--- config.mk ---
export PLATFORM = sky130hd
export DESIGN_NAME = serial_bit_feeder
export DESIGN_NICKNAME = d
export VERILOG_FILES = /design/src/rtl/serial_bit_feeder.sv
export SDC_FILE = /design/constraint.sdc
export NUM_CORES = 1
export LEC_CHECK = 0
export ABC_CLOCK_PERIOD_IN_PS = 1500
export BUFFER_PORTS_ARGS = -buffer_cell sky130_fd_sc_hd__buf_2
export CAP_MARGIN = 20
export CORE_MARGIN = 5
export CORE_UTILIZATION = 50
export DETAILED_ROUTE_END_ITERATION = 16
export HOLD_SLACK_MARGIN = 0.05
export PLACE_DENSITY = 0.76
export SYNTH_ARGS = -nofsm -noshare
export SYNTH_HDL_FRONTEND = slang
export SYNTH_SLANG_ARGS = --single-unit
--- constraint.sdc ---
create_clock -name Clk_s -period 1.5 [get_ports Clk_s]
set_input_delay 0.075 -clock Clk_s [delete_from_list [all_inputs] [get_ports Clk_s]]
set_output_delay 0.075 -clock Clk_s [all_outputs]
set_load 0.05 [all_outputs]
--- src/rtl/serial_bit_feeder.sv ---
// Parallel-to-serial front end for the sequence-detector FSM: accepts a word on a
// valid/ready handshake, streams it MSB-first one bit per clock, and owns the FSM reset.
module serial_bit_feeder #(
  parameter int WIDTH       = 32,
  parameter int CNT_W       = 6,
  parameter bit RST_BETWEEN = 1'b0
) (
  input  logic             Clk_s,
  input  logic             Rst_s,
  input  logic [WIDTH-1:0] din,
  input  logic             din_valid,
  output logic             din_ready,
  output logic             x,
  output logic             x_valid,
  output logic             fsm_rst,
  output logic [CNT_W-1:0] bit_idx,
  output logic             done
);

  typedef enum logic {IDLE, SHIFT} state_t;

  state_t           state;
  logic [WIDTH-1:0] shreg;
  logic [CNT_W-1:0] cnt;
  logic             started;
  logic             last_bit;
  logic             accept;

  assign last_bit = (state == SHIFT) && (cnt == '0);

  // NOTE: every signal written in always_comb gets a default first, so no path
  // through the block can leave it unassigned and infer a latch.
  always_comb begin
    din_ready = 1'b0;
    if (!Rst_s) begin
      if (RST_BETWEEN) din_ready = (state == IDLE);
      else             din_ready = (state == IDLE) || last_bit;
    end
  end

  assign accept = din_valid && din_ready;

  // NOTE: state is updated only with non-blocking assignments so every register
  // samples the pre-edge values of the others, independent of statement order.
  always_ff @(posedge Clk_s) begin
    if (Rst_s) begin
      // NOTE: the shift register is a plain register bank, so it is cleared by
      // reset like the rest of the state rather than being left uninitialised.
      state   <= IDLE;
      shreg   <= '0;
      cnt     <= '0;
      started <= 1'b0;
    end else if (accept) begin
      state   <= SHIFT;
      shreg   <= din;
      cnt     <= CNT_W'(WIDTH - 1);
      started <= 1'b1;
    end else if (state == SHIFT) begin
      shreg <= shreg << 1;
      // Leave cnt parked at zero on the way out so it never wraps.
      if (last_bit) state <= IDLE;
      else          cnt   <= cnt - 1'b1;
    end
  end

  assign x       = (state == SHIFT) && shreg[WIDTH-1];
  assign x_valid = (state == SHIFT);
  assign bit_idx = (state == SHIFT) ? cnt : '0;
  assign done    = last_bit;

  // Before the first word the FSM is always held in reset; afterwards the idle
  // gap either resets it again or lets its state carry into the next word.
  assign fsm_rst = Rst_s || ((state == IDLE) && (RST_BETWEEN || !started));

endmodule

==> flow_summary.toml <==
[finish]
multiInputGateArea_sq_um = 1600
layout-drive-gt1-share = 0.456
fillers = 419
diodes = 0
nets = 375
layout_common_cells = "58 x nor3_1, 41 x buf_2, 37 x dfxtp_1"
layout_commonest_cell = "nor3_1"
final_core_util = 0.651
area_growth_pct = 28.7
regArea_sq_um = 807

[yosys]
syn_inst = 278
syn_area_per_cell_sq_um = 9.18
syn_nets = 314
synth_area_sq_um = 2550
synth-seq-cells = 40
yosysSeqAreaShare = 0.314
ys.warnings.count = 0
synth_cell_types = 35

[setup_path]
cpMostUsedCell = "nor3_1"
cp_cell_sequence = "inv_4 > ha_4 > or3b_4 > nor3_4 > buf_4 > buf_6 > nor3_1 > nor3_1"
crit_slowest_cell = "or3b_4"
crit_arrival_ns = 1.95
crit_buf_inv = 3
cp_max_fo = 7
critPathKind = "flop to flop"
critPathRequiredTime_ns = 1.72
crit_path_end_kind = "flop"
start_kind = "flop"
max_stage_delay_ns = 0.41
cp_top_family = "simple AND/OR/NAND/NOR gates"

[floorplanning]
die_w_um = 81.5
initial_core_util = 0.506
die_area_sq_um = 6630
die_y_um = 81.5
num_rows = 26
pin_count = 46
core_sq_um = 5040

[clocking]
clock_latency_ns = 0.29
cts_tree = "done"
numCtsBuffers = 5
clock-sinks = 40
htreeDepth = 2
clock_path_buffers = 2
clock-root-buffer = "clkbuf_8"
clk_pin_slew_ns = 0.08

[placed_design]
io_buffers = 45
hpwl_um = 4250
gp_congestion = 0.815
pre_cts_ws_ns = -0.193

[power_and_ir_drop]
swShare = 0.318
p_leak_nw = 1.22
seqPwrFrac = 0.398
power_density_nw_per_um2 = 981
max-vdd-ir-drop_v = 0.000699
p_switching_mw = 1.03
power.internal_mw = 2.20
pwr-share-clk = 0.271
pwr-share-comb = 0.330

[sta]
period_minus_slack_ns = 1.73
worstMarginPinSlew_ns = 0.335
skew_ns = 0.00906
drv_slew = 0
fmax_mhz = 577
rsz0062_at_grt = "yes"
hold_viol = 0
slew_headroom = 0.775
period_share = 1.15
final-setup-viol-count = 37
setup-tns-final_ns = -6.00
layout_setup_ws_ns = -0.232

[run]
cap_violations = 0

[min_path]
hold_class = "primary input to flop"

[route]
via_count = 2530
drt_iter0_drc = 170
drt-vias-per-instance = 6.17
ant_nets = 0
wl_per_cell_um = 17.1
routed_wl_um = 7010
first_pass_iters = 4
drc_errors = 0

[global_routing]
grt.overflow.total = 0
grt_usage = 0.212
grt_max_degree = 37
antenna_found_initial = 0
grt_pass1_vias = 2398
grt_pass1_wl_um = 11000

[status]
status = "complete, but fails checks"
violations = "setup timing"
## flip-flops by register name (all words and copies together) (netlist names)
signal and count:
cnt 6, shreg 32, started 1, x_valid 1
## path summary, 6_finish.rpt
| check | start | to | slack, ns | depth (start not counted) |
|---|---|---|---|---|
| worst min register to register | started | started | 0.48 | 2 |
| worst max register to register | cnt[1] | shreg[21] | -0.23 | 8 |
| worst min-delay path | din[2] | shreg[2] | 0.07 | 3 |
| worst max-delay path | cnt[1] | shreg[21] | -0.23 | 8 |
## Yosys cell counts
cell           instances  area, sq um
a221oi_1               2         17.5
or3_1                  1         6.26
and2_2                 1         7.51
nor3_2                 1         10.0
dlygate4sd1_1          2         17.5
nor2_1                12         45.0
inv_1                  5         18.8
o31ai_1                1         7.51
clkbuf_4               1         7.51
buf_4                  2         15.0
mux2i_1                1         10.0
clkbuf_8               9          124
mux2_2                31          349
buf_6                  5         56.3
a21oi_1                5         25.0
or3b_4                 1         11.3
ha_1                   1         12.5
nand4_1                1         6.26
a211oi_1               1         7.51
xnor2_1                1         8.76
o221ai_1              31          272
nor3b_1               32          240
buf_2                  5         25.0
nor3_4                 1         16.3
nor3_1                64          320
a31oi_1                1         6.26
clkbuf_1               7         26.3
o41ai_1                2         17.5
dfxtp_1               40          801
nand2b_1               1         6.26
nand2_1                2         7.51
a2bb2oi_1              1         8.76
and2_1                 4         25.0
a21boi_0               1         7.51
o21ai_0                2         10.0
## what timing repair did
item | CTS | global route
gates cloned | 3 | 0
pin swaps | 6 | 2
buffers inserted | 6 | 7
endpoints found under the setup margin | 36 | 41
resized for setup | 19 | 17
endpoints found under the hold margin | 1 | 0
hold buffers | 1 | 0
## power groups by stage
stage	clock [mW]	combinational [mW]	sequential [mW]
after global routing	0.932	1.14	1.30
after global placement	0	0.861	1.29
after CTS	0.891	0.979	1.28
after floorplan	0	0.675	1.28
final	0.874	1.06	1.28
after detailed placement	0	0.881	1.30
## routing by layer
layer | part of all wire | routed length [um] | global-route usage | vias up
met1 | 0.42 | 2920 | 0.265 | 1225
met5 | 0 | 0 | 0 | -
li1 | - | - | - | 1195
met3 | 0.059 | 412 | 0.0450 | 22
met2 | 0.50 | 3470 | 0.351 | 88
met4 | 0.029 | 202 | 0.0895 | 0
## cell families after synthesis
logic type,count (synthesis),share of synthesized area
and+or+nand+nor,121,0.275
AOI/OAI and AO/OA,47,0.149
DFF,40,0.314
buffers and inverters,36,0.114
muxes,32,0.141
xor gates and xnor gates,1,0.00343
adders and majority gates,1,0.00490
## layout make-up
type,count,area share
clock buffers,6,0.0221
repair buffers,85,0.200
clock inverters,2,0.0107
inverters,5,0.00838
well taps,70,0.0267
multi-input cells,202,0.486
flip-flops and latches,40,0.246
## worst min-delay path, cell delays in order
cell and delay (ns):
buf_2 0.09, nor3b_1 0.04, nor3_1 0.11
## metrics by stage
stage          instances  area [sq um]  hold slack (ns)  total power [mW]
3_5_place_dp         386          2910            0.354              2.18
2_1_floorplan        278          2630            0.232              1.95
5_1_grt              410          3280           0.0889              3.37
3_3_place_gp         386          2910            0.349              2.15
6_report             410          3280           0.0686              3.22
4_1_cts              403          3150           0.0682              3.15
No activity file was read; power rests on OpenSTA's default activity.
